==> config.mk <==
export PLATFORM = sky130hd
export DESIGN_NAME = sipo_deserializer
export DESIGN_NICKNAME = d
export VERILOG_FILES = /design/src/rtl/sipo_deserializer.sv
export SDC_FILE = /design/constraint.sdc
export NUM_CORES = 1
export LEC_CHECK = 0
export CAP_MARGIN = 0
export CORE_MARGIN = 1.5
export CORE_UTILIZATION = 51
export CTS_CLUSTER_DIAMETER = 120
export DETAILED_ROUTE_END_ITERATION = 12
export PLACE_DENSITY = 0.91
export SLEW_MARGIN = 20
export SYNTH_ARGS = -nofsm -noshare
export SYNTH_HDL_FRONTEND = slang
export SYNTH_SLANG_ARGS = --single-unit
==> constraint.sdc <==
create_clock -name clk -period 2 [get_ports clk]
set_clock_uncertainty 0.1 [all_clocks]
set_input_delay 0.5 -clock clk [delete_from_list [all_inputs] [get_ports clk]]
set_output_delay 0.5 -clock clk [all_outputs]
set_load 0.05 [all_outputs]
==> src/rtl/sipo_deserializer.sv <==
`default_nettype none
// ============================================================================
// Module   : sipo_deserializer
// Brief    : Serial-in/parallel-out deserializer with MSB- or LSB-first framing.
//            Optional trailing parity bit check enabled by macro PARITY_CHK_EN.
// Revision : 1.0 - initial release
// ============================================================================
module sipo_deserializer #(
   parameter int WIDTH      = 8,
   parameter int MSB_FIRST  = 1,
   parameter int ODD_PARITY = 0,
`ifdef PARITY_CHK_EN
   localparam int FRAME     = WIDTH + 1,
`else
   localparam int FRAME     = WIDTH,
`endif
   localparam int CW        = $clog2(FRAME + 1)
) (
   input  logic             clk,
   input  logic             rst,
   input  logic             si,
   input  logic             si_valid,
   input  logic             clr,
   output logic [WIDTH-1:0] po,
   output logic             po_valid,
   output logic             busy,
   output logic [CW-1:0]    bit_cnt,
   output logic             par_err
);

   typedef enum logic [1:0] {
      S_IDLE   = 2'd0,
      S_SHIFT  = 2'd1,
      S_PARITY = 2'd2
   } state_t;

   localparam logic [CW-1:0] LAST_DATA = CW'(WIDTH - 1);
   localparam logic [CW-1:0] CNT_ONE   = CW'(1);
   localparam logic          ODD       = (ODD_PARITY != 0);

   state_t           state;
   logic [WIDTH-1:0] sh;
   logic [WIDTH-1:0] sh_next;

   generate
      if (MSB_FIRST != 0) begin : g_msb_first
         assign sh_next = {sh[WIDTH-2:0], si};
      end else begin : g_lsb_first
         assign sh_next = {si, sh[WIDTH-1:1]};
      end
   endgenerate

   assign busy = (bit_cnt != '0);

   always_ff @(posedge clk) begin
      if (rst) begin
         state    <= S_IDLE;
         sh       <= '0;
         bit_cnt  <= '0;
         po       <= '0;
         po_valid <= 1'b0;
`ifdef PARITY_CHK_EN
         par_err  <= 1'b0;
`endif
      end else begin
         po_valid <= 1'b0;
         // clr outranks a simultaneous bit, so a frame finishing under clr is lost
         if (clr) begin
            state   <= S_IDLE;
            sh      <= '0;
            bit_cnt <= '0;
         end else if (si_valid) begin
            case (state)
               S_IDLE, S_SHIFT: begin
                  sh <= sh_next;
                  if (bit_cnt == LAST_DATA) begin
`ifdef PARITY_CHK_EN
                     bit_cnt <= bit_cnt + CNT_ONE;
                     state   <= S_PARITY;
`else
                     bit_cnt  <= '0;
                     state    <= S_IDLE;
                     po       <= sh_next;
                     po_valid <= 1'b1;
`endif
                  end else begin
                     bit_cnt <= bit_cnt + CNT_ONE;
                     state   <= S_SHIFT;
                  end
               end
`ifdef PARITY_CHK_EN
               S_PARITY: begin
                  // parity bit is checked but never enters the data word
                  po       <= sh;
                  po_valid <= 1'b1;
                  par_err  <= (((^sh) ^ si) != ODD);
                  bit_cnt  <= '0;
                  sh       <= '0;
                  state    <= S_IDLE;
               end
`endif
               default: begin
                  state   <= S_IDLE;
                  sh      <= '0;
                  bit_cnt <= '0;
               end
            endcase
         end
      end
   end

`ifndef PARITY_CHK_EN
   logic unused_cfg;
   assign unused_cfg = ODD;
   assign par_err    = 1'b0;
`endif

endmodule
`default_nettype wire

==> flow_summary.ini, run 1 <==
[outcome]
status = complete, no violations

[drt]
vias = 620
ant_nets = 0
vias_per_cell = 5.08
drtIter0Drc = 8
met3_length_um = 60
dr_wl_met2_um = 742
highest_layer = met4
wl_met1_um = 729
wl_mm = 1.54
wl_per_cell_um = 12.6
drtPass1Iterations = 3
remaining_drc_errors = 0

[worst_hold_path]
hold_path.class = register to register

[sta]
setup_viol = 0
timing.final.ws_setup_ns = 0.147
slew_viol_final = 0
rsz0062_at_grt = no
finalCritPeriodShare_pct = 92.6
fmax_ghz = 0.540
fin_setup_tns_ns = 0
finalHoldViolations = 0
timing.hold.ws_ns = 0.378
fin_crit_ns = 1.85

[pwr]
pwr_density_cell_mw_per_mm2 = 604
total_power_uw = 644
leakagePower_uw = 0.000446
vdd_drop_max_mv = 0.436

[logic_synthesis]
synth_cell_type_count = 21
syn-num-nets = 93
synthCells = 86
syn_area_per_cell_um2 = 10.1
yosys_register_bits = 20
synth.cell_area_um2 = 868
synth_seq_area_share_pct = 46.1
yosys_warnings = 0

[setup_path]
worstSetupStartpointType = register
crit_fanout = 5
crit_type = register to primary output
end_kind = primary output
slowest_stage = dfxtp_1
worstPathCellList = inv_1, ha_1, nand2_1, buf_12
timing.critical_path.required_ns = 1.40
slowest_delay_ns = 0.42
crit_arrival_ns = 1.25

[clocking]
cts_buffer_depth = 2
cts_hold_buf = 0
clk_latency_ns = 0.29
post-cts-setup-buffers = 0
cts_buffers = 3
clk_pin_slew_worst_paths_ns = 0.10
clockRootBuffer = clkbuf_4
h-tree-depth = 1
cts.repair.resized = 0
cts_tree = done
clock_sinks = 20

[finish]
multi_input_area_um2 = 437
regArea_um2 = 400
nets = 115
drive_above_1_share_pct = 22.6
antenna_cells = 0
fin_area_mm2 = 0.00107
area_growth_pct = 22.9
final_common_cell = dfxtp_1
nFillCells = 123
layout_common_cells = dfxtp_1 (20), nand2b_1 (17), mux2i_1 (16), buf_4 (16), nor2_1 (11)

[placement]
placed_area_mm2 = 0.00104
place_ws_ns = 0.108
place_congestion = 0.760
detailed_place_hpwl_mm = 1.12
io_buffers = 18

[die]
core_mm2 = 0.00154
die_area_mm2 = 0.00196
start_util_pct = 56.3
rows = 14
ios = 20
die_h_um = 44.3
chipWidth_um = 44.3

[flow_run]
drv_cap = 0

[grt]
grt_pass1_wl_mm = 2.58
globalRouteTotalUtil_pct = 18.0
antenna_found_initial = 0
grt_pass1_vias = 593
grt_max_degree = 16
grt_overflow_total = 0
==> metrics by stage <==
step	utilization [%]	std cells
6_report	69.2	122
5_1_grt	69.2	122
4_1_cts	69.2	122
3_5_place_dp	67.8	119
3_3_place_gp	67.8	119
2_1_floorplan	-	86
==> final cells by class <==
cell class	instances	share of cell area, %
clock buffers	3	2.11
inverters	2	0.703
multi-input cells	60	40.9
flip-flops and latches	20	37.5
well taps	16	1.88
repair buffers	21	16.9
==> cells in the mapped netlist, drive strengths merged <==
cell | n | area (µm²)
a21oi | 2 | 13.8
buf | 3 | 20.0
clkbuf | 1 | 3.75
conb | 1 | 3.75
dfxtp | 20 | 400
ha | 2 | 25.0
inv | 2 | 7.51
mux2i | 16 | 160
nand2 | 3 | 11.3
nand2b | 17 | 106
nand3 | 1 | 5.00
nand3b | 1 | 7.51
nand4 | 1 | 6.26
nand4b | 1 | 15.0
nor2 | 12 | 61.3
or2 | 1 | 6.26
or3 | 1 | 6.26
xor2 | 1 | 8.76
==> power by group <==
part           leakage [µW]  internal, µW  switching (µW)
registers          0.000161           400            2.27
clock network     0.0000138          69.9             110
logic              0.000271          28.4            34.2
total              0.000446           498             146
==> final timing paths <==
check	slack, ns	from	end	depth (start not counted)
setup / recovery	0.15	bit_cnt[0]	busy	4
hold / removal	0.38	sh[6]	po[7]	2
setup reg to reg	0.49	bit_cnt[1]	po[3]	4
hold reg to reg	0.38	sh[6]	po[7]	2
==> cell families (layout without fill, tap and decap cells) <==
| family | Yosys count | count (layout) | synth area share, % |
|---|---|---|---|
| AOI/OAI and AO/OA | 2 | 2 | 1.58 |
| xor gates and xnor gates | 1 | 1 | 1.01 |
| adders and majority gates | 2 | 2 | 2.88 |
| buffers and inverters | 6 | 26 | 3.60 |
| DFF | 20 | 20 | 46.1 |
| muxes | 16 | 16 | 18.4 |
| other | 1 | 1 | 0.432 |
| and+or+nand+nor | 38 | 38 | 25.9 |
==> worst max-delay path, delay by kind of cell (launching register included) <==
family / cells / cell delay, ns
buf+inv: 2 / 0.23
fa+ha+maj: 1 / 0.21
simple gates: 1 / 0.11
flops: 1 / 0.42
==> registers in the layout, indices dropped and copies added, names as in the netlist <==
signal and cells:
po_valid 1, sh 7, po 8, bit_cnt 4
==> per-layer routing <==
| metal | up-vias | global-route usage, % |
|---|---|---|
| li1 | 321 | - |
| met1 | 286 | 22.7 |
| met2 | 11 | 29.7 |
| met3 | 2 | 4.08 |
| met4 | 0 | 7.27 |
| met5 | - | 0 |
(Power assumes the default switching activity.)
==> run 2, diff against run 1 <==
--- a/config.mk
+++ b/config.mk
@@ -10,8 +10,10 @@
 export CORE_UTILIZATION = 51
 export CTS_CLUSTER_DIAMETER = 120
 export DETAILED_ROUTE_END_ITERATION = 12
+export MAX_ROUTING_LAYER = met4
 export PLACE_DENSITY = 0.91
 export SLEW_MARGIN = 20
 export SYNTH_ARGS = -nofsm -noshare
 export SYNTH_HDL_FRONTEND = slang
 export SYNTH_SLANG_ARGS = --single-unit
+export TNS_END_PERCENT = 10
==> run 2 against run 1 <==
  * Count of clock-buffer cells in the layout did not move
  * Largest power group unchanged
  * Critical path depth stayed put
  * Combinational power about the same
  * Worst hold slack gained 0.00070 ns
  * Clock power barely moved
  * Largest cell class unchanged
  * Critical endpoint unchanged
  * Maximum frequency is essentially flat
  * Die area unchanged
  * Non-clock buffer count unchanged
  * Global-route usage increased by 0.82 points
  * Flip-flop and latch count stayed put
  * Total power is 0.33% higher
==> flow_summary.ini, run 2 (synthesis results as in run 1) <==
[setup_path]
cp_num_cells = 4
slowest_delay_ns = 0.42
worst-path-buf-inv = 2
slowest_stage = dfxtp_1
critPathTopFamily = flip-flops
reg2reg_depth = 4
end_kind = primary output
worstSetupStartpointType = register
crit_type = register to primary output
timing.critical_path.required_ns = 1.40
worstPathCellList = inv_1, ha_1, nand2_1, buf_12
crit_arrival_ns = 1.25
crit_fanout = 5

[clocking]
clockRootBuffer = clkbuf_4
clock_sinks = 20
cts_tree = done
h-tree-depth = 1
cts_buffer_depth = 2
cts_hold_buf = 0
clk_pin_slew_worst_paths_ns = 0.10
cts_buffers = 3
cts.repair.resized = 0
post-cts-setup-buffers = 0
clk_latency_ns = 0.29

[flow_run]
drv_cap = 0

[drt]
wl_per_cell_um = 12.8
ant_nets = 0
drtIter0Drc = 8
dr_wl_met2_um = 748
met3_length_um = 61
drtPass1Iterations = 4
wl_mm = 1.56
highest_layer = met4
remaining_drc_errors = 0
vias_per_cell = 5.11
vias = 623
wl_met1_um = 733

[pwr]
pwr_density_cell_mw_per_mm2 = 606
total_power_uw = 647
leakagePower_uw = 0.000446
vdd_drop_max_mv = 0.436

[placement]
place_congestion = 0.770
io_buffers = 18
detailed_place_hpwl_mm = 1.12

[die]
ios = 20
die_h_um = 44.3
core_mm2 = 0.00154
start_util_pct = 56.3
die_area_mm2 = 0.00196
rows = 14
chipWidth_um = 44.3

[finish]
largest_reg_flops = 8
layout_common_cells = dfxtp_1 (20), nand2b_1 (17), mux2i_1 (16), buf_4 (16), nor2_1 (11)
regMostFlops = po
antenna_cells = 0
final_common_cell = dfxtp_1
top_regs = po (8), sh (7), bit_cnt (4)
fin_util_pct = 69.2
nFillCells = 123
drive_above_1_share_pct = 22.6
nets = 115
area_growth_pct = 22.9

[grt]
globalRouteTotalUtil_pct = 18.8
grt_max_degree = 16
grt_pass1_vias = 593
grt_pass1_wl_mm = 2.59
antenna_found_initial = 0
grt_overflow_total = 0

[sta]
finalHoldViolations = 0
rsz0062_at_grt = no
timing.hold.ws_ns = 0.379
finalCritPeriodShare_pct = 92.6
setup_viol = 0
fmax_ghz = 0.540
fin_setup_tns_ns = 0
slew_viol_final = 0
fin_crit_ns = 1.85

[worst_hold_path]
hold_path.class = register to register
whs_path_depth = 2

[outcome]
status = complete, no violations
==> run 2: cell counts in the layout (fill, tap and decap cells not counted) <==
No cell type changed its count.
==> run 2: layer usage <==
layer	track usage [%]	vias up
li1	-	319
met3	5.31	2
met5	-	-
met4	7.27	0
met1	23.0	291
met2	29.4	11
==> run 2: report_power, final <==
group	internal, µW	total (µW)	switching (µW)
Combinational	28.4	62.6	34.2
Sequential	400	402	2.27
Clock	69.9	182	112
Total	498	647	148
==> run 2: final cells by class <==
class                      count  area [µm²]  area share, %
clock buffer                   3        22.5           2.11
inverter                       2        7.51          0.703
multi-input combinational     60         437           40.9
sequential                    20         400           37.5
tap                           16        20.0           1.88
timing repair buffer          21         180           16.9
==> run 2: metrics by stage <==
stage	setup slack, ns	instances	area, µm²
CTS	0.153	122	1070
detailed placement	0.108	119	1040
floorplan	0.0709	86	868
global route	0.0293	122	1070
global placement	0.152	119	1040
finish	0.147	122	1070
==> run 2: worst register-to-register path: stages (launching register included) <==
cell and delay (ns):
dfxtp_1 0.42, ha_1 0.26, nand4b_2 0.20, nor2_8 0.23
mux2i_1 0.23
==> run 2: worst paths after layout <==
| kind | startpoint | slack (ns) | to |
|---|---|---|---|
| min | sh[6] | 0.38 | po[7] |
| max | bit_cnt[0] | 0.15 | busy |
| max reg2reg | bit_cnt[1] | 0.49 | po[3] |
| min reg2reg | sh[6] | 0.38 | po[7] |
==> run 3, diff against run 2 <==
--- a/config.mk
+++ b/config.mk
@@ -12,6 +12,7 @@
 export DETAILED_ROUTE_END_ITERATION = 12
 export MAX_ROUTING_LAYER = met4
 export PLACE_DENSITY = 0.91
+export SETUP_SLACK_MARGIN = 0.5
 export SLEW_MARGIN = 20
 export SYNTH_ARGS = -nofsm -noshare
 export SYNTH_HDL_FRONTEND = slang
==> run 3 against run 2 <==
  * Worst hold slack improved by 0.0022 ns
  * Count of clock-buffer cells in the layout rose by 1
  * Flip-flop and latch count did not move
  * Final cell count rose by 4.1%
  * Combinational power rose by 16%
  * Via count rose by 4.3%
  * Die area did not move
  * Register-to-register slack got worse by 0.04 ns
  * Clock power rose by 30%
==> flow_summary.ini, run 3 (synthesis results as in run 1) <==
[finish]
nFillCells = 113
drive_above_1_share_pct = 34.2
multi_input_area_um2 = 464
layout_common_cells = buf_4 (20), nand2b_1 (17), mux2i_1 (16), dfxtp_1 (16), nor2_1 (10)
final_common_cell = buf_4
largest_reg_flops = 8
regArea_um2 = 410
antenna_cells = 0
regMostFlops = po
fin_area_mm2 = 0.00115
nets = 119
top_regs = po (8), sh (7), bit_cnt (4)
area_growth_pct = 32.3

[sta]
timing.final.ws_setup_ns = 0.346
setup_viol = 0
fin_setup_tns_ns = 0
fmax_ghz = 0.605
fin_crit_ns = 1.65
finalHoldViolations = 0
finalCritPeriodShare_pct = 82.7
rsz0062_at_grt = yes
slew_viol_final = 0

[pwr]
leakagePower_uw = 0.000482
intPower_uw = 544
power_frac_seq_pct = 56.5
clkPwrFrac_pct = 33.3
p_switching_uw = 164
pwr_density_cell_mw_per_mm2 = 617
p_sw_share_pct = 23.1
vdd_drop_max_mv = 0.387
combinationalPowerShare_pct = 10.3

[placement]
detailed_place_hpwl_mm = 1.18
placed_area_mm2 = 0.00108
io_buffers = 18
place_ws_ns = 0.0695
place_congestion = 0.735

[outcome]
status = complete, no violations

[drt]
drtIter0Drc = 2
drtPass1Iterations = 2
vias_per_cell = 5.12
remaining_drc_errors = 0
ant_nets = 0
wl_mm = 1.75
vias = 650
wl_per_cell_um = 13.8

[die]
start_util_pct = 56.3
ios = 20
core_mm2 = 0.00154
chipWidth_um = 44.3
rows = 14
die_area_mm2 = 0.00196
die_h_um = 44.3

[clocking]
clk_latency_ns = 0.30
clk_pin_slew_worst_paths_ns = 0.11
cts_hold_buf = 0
clockRootBuffer = clkbuf_4
clock_sinks = 20
cts_tree = done
h-tree-depth = 1
cts_buffers = 3
cts_buffer_depth = 2

[setup_path]
crit_fanout = 2
rr_startpoint = bit_cnt[1]
crit_arrival_ns = 1.05
reg2reg_to = po[0]
endpoint = busy
timing.critical_path.required_ns = 1.40
crit_start = bit_cnt[1]
reg2reg_depth = 5
end_kind = primary output
worstSetupStartpointType = register
reg2reg_slack_ns = 0.45
crit_type = register to primary output

[worst_hold_path]
hold_start = po[5]
whs_path_depth = 2
hold_path.class = register to register

[grt]
antenna_found_initial = 0
grt_pass1_wl_mm = 2.88
grt_pass1_vias = 639
grt_overflow_total = 0
grt_max_degree = 17
globalRouteTotalUtil_pct = 21.6

[flow_run]
drv_cap = 0
run 3: power by group through the flow:
stage | combinational [µW] | sequential (µW) | clock [µW]
6_report | 72.7 | 400 | 236
3_3_place_gp | 64.9 | 410 | 0
4_1_cts | 71.4 | 400 | 237
2_1_floorplan | 35.6 | 414 | 0
3_5_place_dp | 66.5 | 410 | 0
5_1_grt | 76.3 | 400 | 258
run 3: how the worst min path moves through the flow:
stage / slack [ns] / end
after CTS: 0.39 / po[1]
final: 0.38 / po[5]
after detailed placement: 0.37 / po[5]
after floorplan: 0.35 / po[7]
after global placement: 0.36 / po[4]
after global routing: 0.41 / po[4]
run 3: layout make-up:
type,instances,area share [%]
Multi-Input combinational cell,60,40.4
Sequential cell,20,35.7
Timing Repair Buffer,25,18.3
Clock buffer,4,3.16
Tap cell,16,1.74
Inverter,2,0.654
run 3: timing repair:
| item | 4_1_cts | 5_1_grt |
|---|---|---|
| gates resized for setup | 5 | 1 |
| setup endpoints to repair | 12 | 16 |
| pin swaps | 1 | 0 |
| setup buffers | 2 | 0 |
run 3: through the flow:
step	util, %	hold slack (ns)	total power, µW	cells
2_1_floorplan	-	0.351	449	86
3_3_place_gp	69.9	0.363	475	121
3_5_place_dp	69.9	0.368	476	121
4_1_cts	74.2	0.386	709	127
5_1_grt	74.5	0.409	735	127
6_report	74.5	0.381	708	127
run 3: routing by layer:
metal / track usage (%) / vias to the layer above / wire length [µm]
met5: - / - / 0
met4: 12.7 / 0 / 17
met3: 4.90 / 2 / 50
met2: 37.1 / 10 / 935
met1: 22.5 / 307 / 751
li1: - / 331 / -
run 3: worst max-delay path, stage by stage, from the launching register on:
cell	delay, ns
dfxtp_4	0.36
inv_2	0.06
ha_4	0.14
nand2_4	0.05
buf_12	0.14
==> RTL change 1, RTL diff (flow settings as in run 3) <==
Re-encode `state_t` (3 states) as one-hot, 3 bits wide.
--- a/src/rtl/sipo_deserializer.sv
+++ b/src/rtl/sipo_deserializer.sv
@@ -30,6 +30,6 @@
 
-   typedef enum logic [1:0] {
-      S_IDLE   = 2'd0,
-      S_SHIFT  = 2'd1,
-      S_PARITY = 2'd2
+   typedef enum logic [2:0] {
+      S_IDLE   = 3'b001,
+      S_SHIFT  = 3'b010,
+      S_PARITY = 3'b100
    } state_t;
Function: no difference found for any inputs over 10 cycles, from zero or initial values and one cycle with rst high; not proved beyond that.
==> RTL change 1 against run 3 <==
  * Wire length is 1.7% lower
  * Total power is 8.6% higher
  * Setup slack better by 0.0046 ns
  * Critical path type unchanged
  * Synthesized area is 8.8% higher
  * Synthesized cell count is 21% higher
  * Sequential cell count is 2 higher
  * Cell area is 7.0% higher
  * Global-route usage is 1.5 points lower
==> RTL change 1: results (changes against run 3) <==
metric,value,unit,change
ir_worst_vdd,0.340,mV,-12%
synthAdderAreaFrac,0.0265,,-0.00233
syn_to_final_growth,30.1,%,
pwr-share-clk,0.312,,-0.021
synthMuxAreaShare,0.0848,,-0.0997
outcome,"finished, final reports clean",,
p_total,0.769,mW,+8.6%
timing.final.crit_share,0.824,,-0.00232
num_vias,744,,+14%
layout-drive-gt1-share,0.291,,-0.0510
fill_cells,138,,+22%
ff2ff_setup_slack,0.38,ns,-0.07 ns
synthCells,104,,+21%
reg2reg_to,po[7],,
multi_input_area_share,0.390,,-0.0141
place.gp.congestion,0.716,,-2.6%
hold_slack,0.385,ns,+0.00397 ns
synth_area_leaders,"dfxtp_1 (47%), nand2b_1 (11%), mux2i_1 (8.5%), a21oi_1 (5.3%), nand3_1 (4.2%)",,
cts.sinks,22,,+10%
buf_share,0.177,,-0.00582
p_leak,0.461,nW,-4.3%
synth_nets,111,,+19%
multi_input_area,479,µm²,+3.2%
yosysSeqAreaShare,0.466,,+0.00513
grt_max_degree,18,,+1
track_usage,0.201,,-0.0151
dpl_worst_slack,0.0581,ns,-0.0114 ns
grt_pass1_wl,2930,µm,+1.9%
rr_worst_depth,6,,+1
nNonClkInverters,3,,+1
[RTL change 1: cell count changes in the layout (fill, tap and decap cells not counted), moves of 2 or more]
cell / run 3 / this run
a21oi_1: 1 / 10
nor2_1: 10 / 1
mux2i_1: 16 / 8
nand2_1: 2 / 9
nand3_1: 1 / 8
nor3_1: 0 / 3
dfxtp_1: 16 / 18
[RTL change 1: timing repair]
action / CTS / global route
buffers inserted: 2 / 0
endpoints found under the setup margin: 11 / 22
pin swaps: 1 / 0
hold buffers: 0 / 0
resized for setup: 6 / 0
hold endpoints to repair: 0 / 0
[RTL change 1: layer usage]
| metal | track usage | vias to the layer above | share of wire |
|---|---|---|---|
| met3 | 0.0397 | 2 | 0.048 |
| met2 | 0.353 | 22 | 0.51 |
| met4 | 0.0857 | 0 | 0.0075 |
| met5 | - | - | 0 |
| met1 | 0.217 | 333 | 0.43 |
| li1 | - | 387 | - |
==> RTL change 2, RTL diff (config.mk and constraints of run 3) <==
Without the edit above. Change the parameter `WIDTH` from 8 to 16.
--- a/src/rtl/sipo_deserializer.sv
+++ b/src/rtl/sipo_deserializer.sv
@@ -8,3 +8,3 @@
 module sipo_deserializer #(
-   parameter int WIDTH      = 8,
+   parameter int WIDTH      = 16,
    parameter int MSB_FIRST  = 1,
Ports: changed (resized bit_cnt and po); port bits go from 20 to 29. No check against the original RTL was run, so the function may have changed too.
==> RTL change 2 against run 3 <==
  * The flow now finishes with violations (design-rule violations, negative setup slack)
  * Wire length increased by 100%
  * Cell area increased by 85%
  * Register-to-register slack got worse by 0.22 ns
  * Sequential cell count increased by 17
  * Clock power increased by 72%
  * Setup slack got worse by 0.47 ns
  * Sequential share of layout area increased by 0.33 points
  * Critical path depth unchanged
  * Global-route usage increased by 0.30 points
  * Non-clock buffer count increased by 13
  * Combinational power increased by 35%
  * Synthesized area increased by 79%
  * Total power increased by 75%
==> RTL change 2: results (changes against run 3) <==
metric,value,unit,change
m1WireLength,1430,µm,+91%
yosysSeqAreaShare,0.477,,+0.0163
grt_pass1_vias,1147,,+79%
place_area,0.00182,mm²,+69%
avgSynthCellArea,10.3,µm²,+1.8%
wl_met2,1880,µm,+100%
yosys.cell_types.count,24,,+14%
post-route-drc-count,3,,+3
synth_nets,158,,+70%
setup_viol,1,,+1
setup_ws,-0.124,ns,-0.471 ns
globalRouteMet1Util,0.244,,+0.0190
buf_share,0.215,,+0.0317
drt-vias-per-instance,5.52,,+7.9%
synth_area_leaders,"dfxtp_1 (48%), mux2i_1 (20%), nand2b_1 (14%), nor2_1 (4.1%), ha_1 (1.6%)",,
clk_latency,0.34,ns,+0.04 ns
hold_path_end,po[15],,
reg2reg_to,po[1],,
finalWirelength,3560,µm,+100%
multi_input_area_share,0.373,,-0.0312
multi_input_comb_cells,103,,+72%
syn_area,0.00155,mm²,+79%
grt_use_met2,0.357,,-0.0134
grt_max_degree,35,,+18
outcome,finished with violations,,
finalNetCount,194,,+63%
wl_met3,152,µm,+200%
max_stage_delay,0.47,ns,+0.11 ns
violations,"design-rule violations, negative setup slack",,
reg_top3,"po x16, sh x15, bit_cnt x5",,
htreeDepth,2,,+1
-- RTL change 2: kinds of logic (layout without fill, tap and decap cells) --
logic type | Yosys count | count (layout) | share of synthesized area
xor+xnor | 1 | 1 | 0.00565
compound gates | 3 | 3 | 0.0105
buf+inv | 11 | 48 | 0.0419
flops | 37 | 37 | 0.477
mux | 31 | 31 | 0.200
other cells | 1 | 1 | 0.00242
fa+ha+maj | 2 | 2 | 0.0161
simple gates | 65 | 65 | 0.246
-- RTL change 2: per-stage QoR --
stage / TNS, ns / total power, mW
after CTS: -0.105 / 1.24
final: -0.124 / 1.24
after global routing: -0.165 / 1.28
after detailed placement: 0 / 0.837
after global placement: 0 / 0.834
after floorplan: 0 / 0.812
-- RTL change 2: timing repair --
item / in CTS / in global routing
setup buffers: 3 / 3
endpoints found under the hold margin: 0 / 0
pin swaps: 3 / 9
endpoints found under the setup margin: 44 / 37
cloned: 0 / 1
gates resized for setup: 28 / 25
hold buffers: 0 / 0
